[src/rtl/dump_framer.sv]
// dump_framer: SDRAM readback stage feeding the UART byte interface.
// After start it reads word addresses 0..LAST_ADDR one at a time. Every word
// whose marker bit is set goes out as a fixed-length byte frame. The dump ends
// at the first unmarked word or after LAST_ADDR has been framed.
// Build option: define DUMP_FRAME_SUM_EN to append a 7th byte per frame
// holding the modulo-256 sum of frame bytes 1..5.
module dump_framer #(
    parameter int unsigned       ADDR_W    = 23,
    parameter logic [ADDR_W-1:0] LAST_ADDR = 23'h7FFFFF,
    parameter int unsigned       GUARD     = 2
) (
    input  logic              clk100,
    input  logic              rst_p,
    input  logic              start,
    output logic              busy,
    output logic              done,
    output logic              end_reason,
    output logic [ADDR_W-1:0] words_sent,
    input  logic              cmd_ready,
    output logic              cmd_enable,
    output logic              cmd_wr,
    output logic [ADDR_W-1:0] cmd_address,
    input  logic [31:0]       data_out,
    input  logic              data_out_ready,
    output logic [7:0]        tx_byte,
    output logic              tx_dv,
    input  logic              tx_active
);

    localparam int unsigned GW = (GUARD > 1) ? $clog2(GUARD + 1) : 1;
    localparam logic [GW-1:0] GUARD_LD = GW'(GUARD);
`ifdef DUMP_FRAME_SUM_EN
    localparam logic [2:0] LAST_IDX = 3'd6;
`else
    localparam logic [2:0] LAST_IDX = 3'd5;
`endif

    typedef enum logic [2:0] {
        S_IDLE = 3'd0,
        S_REQ  = 3'd1,
        S_WAIT = 3'd2,
        S_SEND = 3'd3,
        S_NEXT = 3'd4,
        S_DONE = 3'd5
    } state_t;

    // Payload bytes 0..5 of a frame; bit 0 of the word (marker) is not needed.
    function automatic logic [7:0] body_byte(input logic [31:1] w, input logic [2:0] idx);
        logic [7:0] b;
        b = 8'h00;
        if (w[1] == 1'b0) begin
            case (idx)
                3'd0:    b = 8'h0A;
                3'd1:    b = {4'h0, w[31:28]};
                3'd2:    b = w[27:20];
                3'd3:    b = {4'h0, w[19:16]};
                3'd4:    b = w[15:8];
                3'd5:    b = {2'b00, w[7:2]};
                default: b = 8'h00;
            endcase
        end else begin
            case (idx)
                3'd0:    b = 8'h0C;
                3'd1:    b = w[31:24];
                3'd2:    b = w[23:16];
                3'd3:    b = w[15:8];
                3'd4:    b = 8'h00;
                3'd5:    b = {2'b00, w[7:2]};
                default: b = 8'h00;
            endcase
        end
        return b;
    endfunction

`ifdef DUMP_FRAME_SUM_EN
    // Modulo-256 sum over bytes 1..5; the header byte is deliberately left out.
    function automatic logic [7:0] frame_sum(input logic [31:1] w);
        return body_byte(w, 3'd1) + body_byte(w, 3'd2) + body_byte(w, 3'd3) +
               body_byte(w, 3'd4) + body_byte(w, 3'd5);
    endfunction
`endif

    function automatic logic [7:0] frame_byte(input logic [31:1] w, input logic [2:0] idx);
        logic [7:0] b;
`ifdef DUMP_FRAME_SUM_EN
        if (idx == 3'd6) begin
            b = frame_sum(w);
        end else begin
            b = body_byte(w, idx);
        end
`else
        b = body_byte(w, idx);
`endif
        return b;
    endfunction

    state_t            state_q, state_d;
    logic              cmd_enable_q, cmd_enable_d;
    logic [ADDR_W-1:0] cmd_address_q, cmd_address_d;
    logic [7:0]        tx_byte_q, tx_byte_d;
    logic              tx_dv_q, tx_dv_d;
    logic              busy_q, busy_d;
    logic              done_q, done_d;
    logic              end_reason_q, end_reason_d;
    logic [ADDR_W-1:0] words_sent_q, words_sent_d;
    logic [31:1]       word_q, word_d;
    logic [2:0]        idx_q, idx_d;
    logic [GW-1:0]     guard_q, guard_d;
    logic              can_send_s;

    // A byte may only leave when the UART is idle and the post-strobe guard expired.
    assign can_send_s = (tx_active == 1'b0) && (guard_q == GW'(0)) && (tx_dv_q == 1'b0);

    // Next-state and registered-output computation for the dump sequencer.
    always_comb begin
        state_d       = state_q;
        cmd_enable_d  = cmd_enable_q;
        cmd_address_d = cmd_address_q;
        tx_byte_d     = tx_byte_q;
        tx_dv_d       = 1'b0;
        busy_d        = busy_q;
        done_d        = 1'b0;
        end_reason_d  = end_reason_q;
        words_sent_d  = words_sent_q;
        word_d        = word_q;
        idx_d         = idx_q;
        if (guard_q != GW'(0)) begin
            guard_d = guard_q - GW'(1);
        end else begin
            guard_d = guard_q;
        end

        case (state_q)
            S_IDLE: begin
                if (start) begin
                    state_d       = S_REQ;
                    cmd_enable_d  = 1'b1;
                    cmd_address_d = {ADDR_W{1'b0}};
                    words_sent_d  = {ADDR_W{1'b0}};
                    busy_d        = 1'b1;
                end else begin
                    state_d = S_IDLE;
                end
            end
            S_REQ: begin
                if (cmd_enable_q && cmd_ready) begin
                    cmd_enable_d = 1'b0;
                    state_d      = S_WAIT;
                end else begin
                    cmd_enable_d = 1'b1;
                end
            end
            S_WAIT: begin
                if (data_out_ready) begin
                    word_d = data_out[31:1];
                    if (data_out[0] == 1'b0) begin
                        state_d      = S_DONE;
                        done_d       = 1'b1;
                        busy_d       = 1'b0;
                        end_reason_d = 1'b0;
                    end else if (can_send_s) begin
                        // Header goes out straight away to save a cycle of latency.
                        tx_byte_d = frame_byte(data_out[31:1], 3'd0);
                        tx_dv_d   = 1'b1;
                        guard_d   = GUARD_LD;
                        idx_d     = 3'd1;
                        state_d   = S_SEND;
                    end else begin
                        idx_d   = 3'd0;
                        state_d = S_SEND;
                    end
                end else begin
                    state_d = S_WAIT;
                end
            end
            S_SEND: begin
                if (can_send_s) begin
                    tx_byte_d = frame_byte(word_q, idx_q);
                    tx_dv_d   = 1'b1;
                    guard_d   = GUARD_LD;
                    if (idx_q == LAST_IDX) begin
                        state_d = S_NEXT;
                    end else begin
                        idx_d = idx_q + 3'd1;
                    end
                end else begin
                    state_d = S_SEND;
                end
            end
            S_NEXT: begin
                words_sent_d = words_sent_q + ADDR_W'(1);
                // Terminate before incrementing so the address never wraps.
                if (cmd_address_q == LAST_ADDR) begin
                    state_d      = S_DONE;
                    done_d       = 1'b1;
                    busy_d       = 1'b0;
                    end_reason_d = 1'b1;
                end else begin
                    cmd_address_d = cmd_address_q + ADDR_W'(1);
                    cmd_enable_d  = 1'b1;
                    state_d       = S_REQ;
                end
            end
            S_DONE: begin
                state_d = S_IDLE;
            end
            default: begin
                state_d      = S_IDLE;
                cmd_enable_d = 1'b0;
                busy_d       = 1'b0;
            end
        endcase
    end

    // State and output registers; reset aborts any dump in progress at once.
    always_ff @(posedge clk100 or posedge rst_p) begin
        if (rst_p) begin
            state_q       <= S_IDLE;
            cmd_enable_q  <= 1'b0;
            cmd_address_q <= {ADDR_W{1'b0}};
            tx_byte_q     <= 8'h00;
            tx_dv_q       <= 1'b0;
            busy_q        <= 1'b0;
            done_q        <= 1'b0;
            end_reason_q  <= 1'b0;
            words_sent_q  <= {ADDR_W{1'b0}};
            word_q        <= 31'd0;
            idx_q         <= 3'd0;
            guard_q       <= GW'(0);
        end else begin
            state_q       <= state_d;
            cmd_enable_q  <= cmd_enable_d;
            cmd_address_q <= cmd_address_d;
            tx_byte_q     <= tx_byte_d;
            tx_dv_q       <= tx_dv_d;
            busy_q        <= busy_d;
            done_q        <= done_d;
            end_reason_q  <= end_reason_d;
            words_sent_q  <= words_sent_d;
            word_q        <= word_d;
            idx_q         <= idx_d;
            guard_q       <= guard_d;
        end
    end

    assign busy        = busy_q;
    assign done        = done_q;
    assign end_reason  = end_reason_q;
    assign words_sent  = words_sent_q;
    assign cmd_enable  = cmd_enable_q;
    assign cmd_wr      = 1'b0;
    assign cmd_address = cmd_address_q;
    assign tx_byte     = tx_byte_q;
    assign tx_dv       = tx_dv_q;

endmodule

[config.mk]
export PLATFORM = sky130hd
export DESIGN_NAME = dump_framer
export DESIGN_NICKNAME = d
export VERILOG_FILES = /design/src/rtl/dump_framer.sv
export SDC_FILE = /design/constraint.sdc
export NUM_CORES = 1
export LEC_CHECK = 0
export ABC_AREA = 1
export CORE_MARGIN = 2
export CORE_UTILIZATION = 45
export DETAILED_ROUTE_END_ITERATION = 8
export PLACE_DENSITY = 0.68
export SYNTH_ARGS = -nofsm -noshare
export SYNTH_HDL_FRONTEND = slang
export SYNTH_SLANG_ARGS = --single-unit
[constraint.sdc]
create_clock -name clk100 -period 8.5 [get_ports clk100]
set_input_delay 0.85 -clock clk100 [delete_from_list [all_inputs] [get_ports clk100]]
set_output_delay 0.85 -clock clk100 [all_outputs]
set_load 0.02 [all_outputs]
# Word level (Yosys, flattened, before mapping)
# Index checks and enable logic that the tools add are counted.
# word_totals
reg_bits,98
latch_bits,0
mem_bits_rw,0
mem_bits_ro,0
inputBits,38
output_inout_bits,60
word_cells,113
n_memories,0
# classes
addsub,4
mul,0
div,0
magnitude_cmp,0
eq_ne,22
n_shift,0
muxes,50
n_bitwise,4
reduce_logical,21
# op_table
operator,count
$pmux 23 s2,2
$pmux 8 s6,1
$add 23x1->23 const B,2
$mux 23,2
$mux 8,5
$pmux 8 s5,1
$mux 3,11
$eq 23x23->1 const B,1
$ne 2x2->1 const B,10
$pmux 8 s2,1
$mux 1,15
$pmux 3 s5,1
$reduce_and 5->1,3
$eq 3x2->1 const B,4
$eq 3x3->1 const B,4
$mux 2,4
$pmux 1 s4,2
$reduce_bool 2->1,4
$eq 3x1->1 const B,2
$logic_not 3->1,2
$pmux 1 s2,3
$pmux 3 s2,1
$reduce_and 2->1,3
$reduce_and 3->1,2
9 further kinds,15

# Depth between registers and ports, before layout
# Gate-level depths: netlist (run 1).
# logic_depth
depth_word,7
ltp_mapped,12

# Worst setup path before layout (run 1)
# OpenSTA, ideal clock, no wires.
# synth_timing
kind,flip-flop to flip-flop
from,register cmd_address_q[0] (netlist: cmd_address[0])
to,register cmd_address_q[13] (netlist: cmd_address[13])
arrival_ps,1795
required_time_ps,8382
path_slack_ps,6587
path_stages_with_launch,12
n_path_buf,1
period_less_slack_ps,1913
cell_sequence,dfrtp_1 > ha_1 > nand2_2 > nor2_4 > nand2_4 > nor2_8 > nand2_4 > nand2_2 > nand2_1 > buf_4 > nand3_1 > nand2_1
# synth_via
elab_chain_len,3
word_cells_on_any_way,6
cone_classes,add/sub: 1; eq/ne: 2; mux: 2; reduce/logical: 1
# synth_rtl
item,line_no,source
start: declaration,99,"logic [ADDR_W-1:0] cmd_address_q, cmd_address_d;"
start signal: assignment,220,cmd_address_q <= {ADDR_W{1'b0}};
start signal: assignment,233,cmd_address_q <= cmd_address_d;
$add 23x1->23 / $eq 23x23->1 (equally long branches),"199, 193",
$mux 23 / $ne 2x2->1 (equally long branches),n/a,
$pmux 23 s2 / $reduce_and 3->1 (equally long branches),n/a,
# Parallel ways exist; a longest one is shown, timed or not. The select of a mux whose other input is x is not followed.
# A chain may end at the register's enable or synchronous reset.

# Final worst setup path (run 1)
# layout_timing
from,register cmd_address_q[0] (netlist: cmd_address[0])
to,output port cmd_address[0]
# layout_lines
item,line_no,source
end: declaration,22,"output logic [ADDR_W-1:0] cmd_address,"
# No word-level cell between the ends.

==> impl_results.md, run 1 <==
* Crit path arrival time at ~1.6 ns
* Detail Placement HPWL at 11.2 mm
* Crit Path Category: register to primary output
* Syn avg cell area at just over 7 um^2
* FF-to-FF setup slack at 6.13 ns
* Synth Instances at 767
* Nets at slightly above 900
* Synth top area cells: dfrtp_1 45%, nand2_1 19%, inv_1 5.5%
* I/O pin total at 98
* Seq pwr share at between 40% and 50%
* Fmax at 411 MHz
* Netlist cell types at 38
* DR pass1 iterations at 5
* Top_reg_cell synth: dfrtp_1
* Final Hold Fails at 0
* Slew margin rel. at a little under half
* # DRC at 0
* Worst-case clock buffer depth at 2
* Fin crit period at about 2.4 ns
* Startpoint Class: register
* Site Rows at 40
* Post-synth EDFFs at 0
* Slowest cell delay on critical path at 0.68 ns
* Crit-path cells: clkdlybuf4s50_1
* Slew @ Worst Pin at about 0.78 ns
* CP delay by family, top: buffers and inverters
* Hold path start: guard_q[0]$_DFF_PP0_
* Post-CTS setup buffer count at 0
* Synth Net Count at 812
* Final Setup Violations at 0
* R2R depth at 8
* Count leader, synth: nand2_1
* Pre-CTS WS at slightly below 6 ns
* Vias per cell at 5.23
* Synth Register Bits at 98
* Destination of the worst hold path: guard_q[0]$_DFF_PP0_
* Placement Cell Area at 6580 um^2
* Static Leak at 3.15 nW
* Sw Share at between 30% and 40%
* Hold Path Class: register to register
* TritonCTS clock tree: done
* Crit path max-delay cell type: clkdlybuf4s50_1
* Die Y-Extent at around 110 um
* Count of cells resized by post-cts repair at 0
* GRT met2 Usage at roughly two fifths
* Crit Path Max Fanout at 9
* Gr busiest metal: met2
* VDD IR-drop max at about 0.11 mV
* Required time of the worst setup path at around 7.7 ns
* R2r startpoint: cmd_address[0]$_DFFE_PP0P_
* Initial DRC Count at 530
* Gr usage total at 23.8%
* Share of cells above drive strength 1 at under 10%
* Sw power at 663 uW
* Global-route wire length before repair at 24.7 mm
* Max-Cap Viols at 0
* Post-route cell area at 6880 um^2
* Pins over their slew limit at 0
* Final core occ at between 50 and 60%
* CP Capture Type: primary output
* Clock Latency Late Sink at between 0.3 and 0.4 ns
* Setup slack after layout at slightly above 6 ns
* Gp weighted congestion at just under 1
* Initial Util at between 40 and 50%
* Total grt overflow at 0
* Combinational share of power at between 30 and 40%
* Area Growth Syn to Fin at 25.2%
* GR Util met3 at approximately 2.5%
* Sequential area share after synthesis at about 45%
* Skew final at between 0.007 and 0.008 ns
* WP buf/inv at 1
* Avg WL per Cell at approximately 15 um
* Diodes inserted at 0
* Hold buffers post-CTS at 0
* Fraction of registers with async set/reset at between 90% and 100%
* Num CTS Buffers at 9
* Die area at 13100 um^2
* H-tree levels at 3
* Placed cells at 998
* Internal power at just over 1 mW
* Reg2reg end: cmd_address[17]$_DFFE_PP0P_
* Die W at around 110 um
* RSZ-0062 raised after global routing: no
* Design Power at 1.68 mW
* Outcome: completed
* Largest net degree at the start of global routing at 63
* Clock power share at between 20% and 30%
* Synthesis warning total at 0
* Post-synth top area cell: dfrtp_1
* Hold Crit Depth at 1
* Hold_ws at 0.455 ns
* Worst-path clk slew at 0.07 ns
* Post-Layout Cell Count at 1014
* Final period util at between 20% and 30%
* I/O Buffers at 96
* Total Routed Length at between 15 and 20 mm
* Fin Setup TNS at 0 ns
* Met1 GRT Util at a little under a third
* Vias in the first global route at just over 5000
* Commonest cells in the netlist: 280 x nand2_1, 98 x dfrtp_1, 81 x inv_1
* Area of the mapped netlist at 5490 um^2
* Clock root buffer: clkbuf_16
* Area share of the largest cell type after synthesis at 44.6%
* Pwr dens at between 200 and 250 nW/um^2
* Vias at ~5300
* Post-DRT Antenna Nets at 0
* Antenna violations before repair at 0
* Clock sinks at between 90 and 100
* Core outline area at around 12000 um^2
[routing by layer]
layer | share of wire [%] | up-vias
met3 | 5.2 | 26
met1 | 44 | 2462
met4 | 2.5 | 0
met2 | 48 | 183
li1 | - | 2631
met5 | 0 | -
[logic make-up after synthesis]
logic type / count (synthesis) / synth area share, %
and+or+nand+nor: 447 / 34.1
xor gates and xnor gates: 13 / 2.07
other: 1 / 0.0683
buffers and inverters: 101 / 7.47
adders and majority gates: 7 / 1.59
AOI/OAI and AO/OA: 100 / 10.1
DFF: 98 / 44.6
[state kept, by name, indices dropped and copies added, names as in the netlist]
name	flops
done	1
words_sent	23
state_q	3
cmd_enable	1
guard_q	2
tx_dv	1
idx_q	3
cmd_address	23
tx_byte	8
busy	1
end_reason	1
word_q	31
[worst max-delay path by stage]
stage / cells past startpoint / start / end
after floorplan: 1 / rst_p / busy$_DFFE_PP0P_
after CTS: 1 / cmd_address[0]$_DFFE_PP0P_ / cmd_address[0]
after detailed placement: 3 / rst_p / word_q[15]$_DFFE_PP0P_
after global routing: 9 / cmd_address[0]$_DFFE_PP0P_ / cmd_address[8]$_DFFE_PP0P_
final: 1 / cmd_address[0]$_DFFE_PP0P_ / cmd_address[0]
after global placement: 3 / rst_p / word_q[27]$_DFFE_PP0P_
[layout by cell type (no fill, tap or decap), drive strengths merged, types with 2 or more instances in the layout]
cell type,count
nand2,285
dfrtp,98
clkdlybuf4s50,96
inv,87
nor2,82
o21ai,67
nand3,49
a21oi,18
nand4,13
nor3,10
xor2,10
clkbuf,9
ha,7
nand3b,4
o211ai,4
o22ai,4
or2,3
xnor2,3
clkinvlp,3
buf,3
o21a,2
clkinv,2
[power by group through the flow]
| stage | Combinational [mW] | Clock, mW | Sequential, mW |
|---|---|---|---|
| after floorplan | 0.360 | 0 | 0.697 |
| after global placement | 0.570 | 0 | 0.685 |
| after detailed placement | 0.583 | 0 | 0.686 |
| after CTS | 0.585 | 0.426 | 0.679 |
| after global routing | 0.655 | 0.444 | 0.694 |
| final | 0.582 | 0.423 | 0.680 |
[area by class of cell]
class / instances / area [um^2]
Clock buffer: 9 / 225
Fill cell: 1133 / 5080
Clock inverter: 7 / 77.6
Timing Repair Buffer: 99 / 983
Inverter: 86 / 324
Tap cell: 147 / 184
Multi-Input combinational cell: 568 / 2630
Sequential cell: 98 / 2450
No activity file was read; power rests on OpenSTA's default activity.
==> inputs of run 2 (changes only) <==
Settings changed: PLACE_DENSITY 0.68 to 0.71.
Clock period 8.5 ns to 2.2 ns, I/O delays scaled along.
==> run 2 against run 1 <==
  * Non-clock buffer count grew 8
  * Routed wire length fell by 1.3%
  * Clock skew fell by 0.00051 ns
  * Sequential share of layout area fell by 0.64 points
  * Power rose to 4.1 times the previous value
  * Die area is the same
  * Sequential power rose to 3.8 times the previous value
  * Setup slack got worse by 5.9 ns
  * Core utilization rose by 1.1 points
  * Count of clock-buffer cells in the layout grew 3
  * Design area rose by 1.8%
  * Flip-flop and latch count did not move
  * Highest routed layer unchanged
==> impl_results.md, run 2 (synthesis results as in run 1) <==
* Outcome: completed
* Diodes inserted at 0 (unchanged)
* GRT met2 Usage at 41.7% (+0.79 points)
* Pins over their slew limit at 0 (unchanged)
* GR Util met3 at 2.86% (+0.32 points)
* Post-CTS setup buffer count at 0 (unchanged)
* TritonCTS clock tree: done
* Placed cells at 1006 (+0.80%)
* Gr busiest metal: met2
* Required time of the worst setup path at 2.44 ns (-5.21 ns)
* Fin crit period at roughly 2 ns
* Startpoint Class: register
* Core outline area at 12000 um^2 (unchanged)
* Fmax at around 500 MHz
* # DRC at 0 (unchanged)
* Site Rows at 40 (unchanged)
* Total Routed Length at 14.9 mm (-1.3%)
* Vias per cell at 5.22 (about the same)
* Final Hold Fails at 0 (unchanged)
* Most flops, register: word_q
* Commonest non-fill, non-tap cell in the layout: nand2_1
* Hold buffers post-CTS at 0 (unchanged)
* Clock sinks at 98 (unchanged)
* RSZ-0062 raised after global routing: no
* Total grt overflow at 0 (unchanged)
* DR pass1 iterations at 5 (unchanged)
* Vias in the first global route at 5302 (+5.1%)
* Initial DRC Count at 321 (-39%)
* Placement Cell Area at 6650 um^2 (+1.1%)
* Share of cells above drive strength 1 at 5.83% (+0.75 points)
* Slowest cell delay on critical path at 0.39 ns (-0.29 ns)
* Detail Placement HPWL at 11.0 mm (-1.9%)
* Reg2reg end: cmd_address[13]$_DFFE_PP0P_
* Worst-case clock buffer depth at 2 (unchanged)
* R2r startpoint: cmd_address[1]$_DFFE_PP0P_
* Design Power at 6.85 mW (+310%)
* I/O pin total at 98 (unchanged)
* Post-route cell area at 7010 um^2 (+1.8%)
* Crit path arrival time at 2.23 ns (+0.64 ns)
* Post-DRT Antenna Nets at 0 (unchanged)
* Antenna violations before repair at 0 (unchanged)
* Crit-path cells: ha_1 > nand2_2 > nor2_4 > nand2_4 > nor2_8 > nand2_4 > nand2_2 > nand2_1 > nand3_1 > nand2_1
* Initial Util at 45.9% (unchanged)
* Final Setup Violations at 0 (unchanged)
* Fin Setup TNS at 0 ns (unchanged)
* Avg WL per Cell at 14.5 um (-2.1%)
* Global-route wire length before repair at 25.2 mm (+1.8%)
* Static Leak at 3.22 nW (+2.2%)
* Die W at 114 um (unchanged)
* Crit path max-delay cell type: dfrtp_1
* Vias at 5339 (+0.70%)
* Worst-path clk slew at 0.07 ns (about the same)
* Clock root buffer: clkbuf_16
* Num CTS Buffers at 9 (unchanged)
* FF-to-FF setup slack at 0.21 ns (-5.92 ns)
* H-tree levels at 3 (unchanged)
* Count of cells resized by post-cts repair at 0 (unchanged)
* Commonest non-fill, non-tap cells in the layout: 280 x nand2_1, 98 x dfrtp_1, 96 x clkdlybuf4s50_1
* Crit Path Max Fanout at 11 (+2)
* Crit Path Category: register to register
* Pwr dens at 977 nW/um^2 (+300%)
* VDD IR-drop max at 0.442 mV (+290%)
* Clock Latency Late Sink at 0.35 ns (about the same)
* Post-Layout Cell Count at 1022 (+0.79%)
* R2R depth at 10 (+2)
* Max-Cap Viols at 0 (unchanged)
* Gp weighted congestion at 0.933 (-4.8%)
* Fillers at 1165 (+2.8%)
* Largest register FFs at 31 (unchanged)
* Area Growth Syn to Fin at 27.5%
* Skew final at 0.00666 ns (-0.000508 ns)
* CP Capture Type: register
* Largest net degree at the start of global routing at 56 (-11%)
* Met1 GRT Util at 31.0% (+0.33 points)
* I/O Buffers at 96 (unchanged)
* Die Y-Extent at 114 um (unchanged)
* Die area at 13100 um^2 (unchanged)
* Hold Path Class: input port to asynchronous set/reset pin
* Gr usage total at 24.0% (+0.25 points)
* Final period util at between 90% and 100%
* Nets at 915 (+0.88%)
## run 2: changes by cell type in the layout (fill, tap and decap cells not counted), sizes merged
cell,change
clkinv,-2
clkbuf,+3
bufinv,+2
inv,-2
clkinvlp,-1
buf,+8
## run 2: stage by stage
stage          hold WS [ns]  setup slack (ns)  util (%)
5_1_grt               0.220            0.0622      58.6
3_3_place_gp          0.432             0.341      55.6
4_1_cts               0.200             0.244      58.6
2_1_floorplan         0.337             0.287         -
6_report              0.193             0.209      58.6
3_5_place_dp          0.442             0.268      55.6
## run 2: layout make-up
class                   instances  area, um^2  area share, %
clock buffers                  12         256           3.66
well taps                     147         184           2.63
repair buffers                107        1060           15.1
clock inverters                 4        97.6           1.39
inverters                      86         327           4.66
flip-flops and latches         98        2450           35.0
multi-input cells             568        2630           37.6
## run 2: routing by layer
metal | share of wire (%) | wire length (um) | vias up
met5 | 0 | 0 | -
met4 | 1.6 | 236 | 0
met3 | 4.7 | 695 | 16
met2 | 49 | 7280 | 159
met1 | 45 | 6660 | 2522
li1 | - | - | 2642
## run 2: critical path, delay by kind of cell (launching register included)
family	cells	cell delay (ns)
simple gates	9	1.21
fa+ha+maj	1	0.27
flops	1	0.39
## run 2: worst max path at each step
stage	startpoint	endpoint	slack (ns)	cells after the start
floorplan	cmd_address[0]$_DFFE_PP0P_	cmd_address[13]$_DFFE_PP0P_	0.29	11
global placement	cmd_address[1]$_DFFE_PP0P_	cmd_address[13]$_DFFE_PP0P_	0.34	10
detailed placement	cmd_address[1]$_DFFE_PP0P_	cmd_address[13]$_DFFE_PP0P_	0.27	10
CTS	cmd_address[1]$_DFFE_PP0P_	cmd_address[13]$_DFFE_PP0P_	0.24	10
global route	cmd_address[1]$_DFFE_PP0P_	cmd_address[13]$_DFFE_PP0P_	0.06	10
finish	cmd_address[1]$_DFFE_PP0P_	cmd_address[13]$_DFFE_PP0P_	0.21	10
## run 2: power breakdown
part	internal, mW	total (mW)	switching [mW]
clock network	1.17	1.89	0.711
registers	2.26	2.59	0.327
logic	0.846	2.37	1.53
total	4.28	6.85	2.56
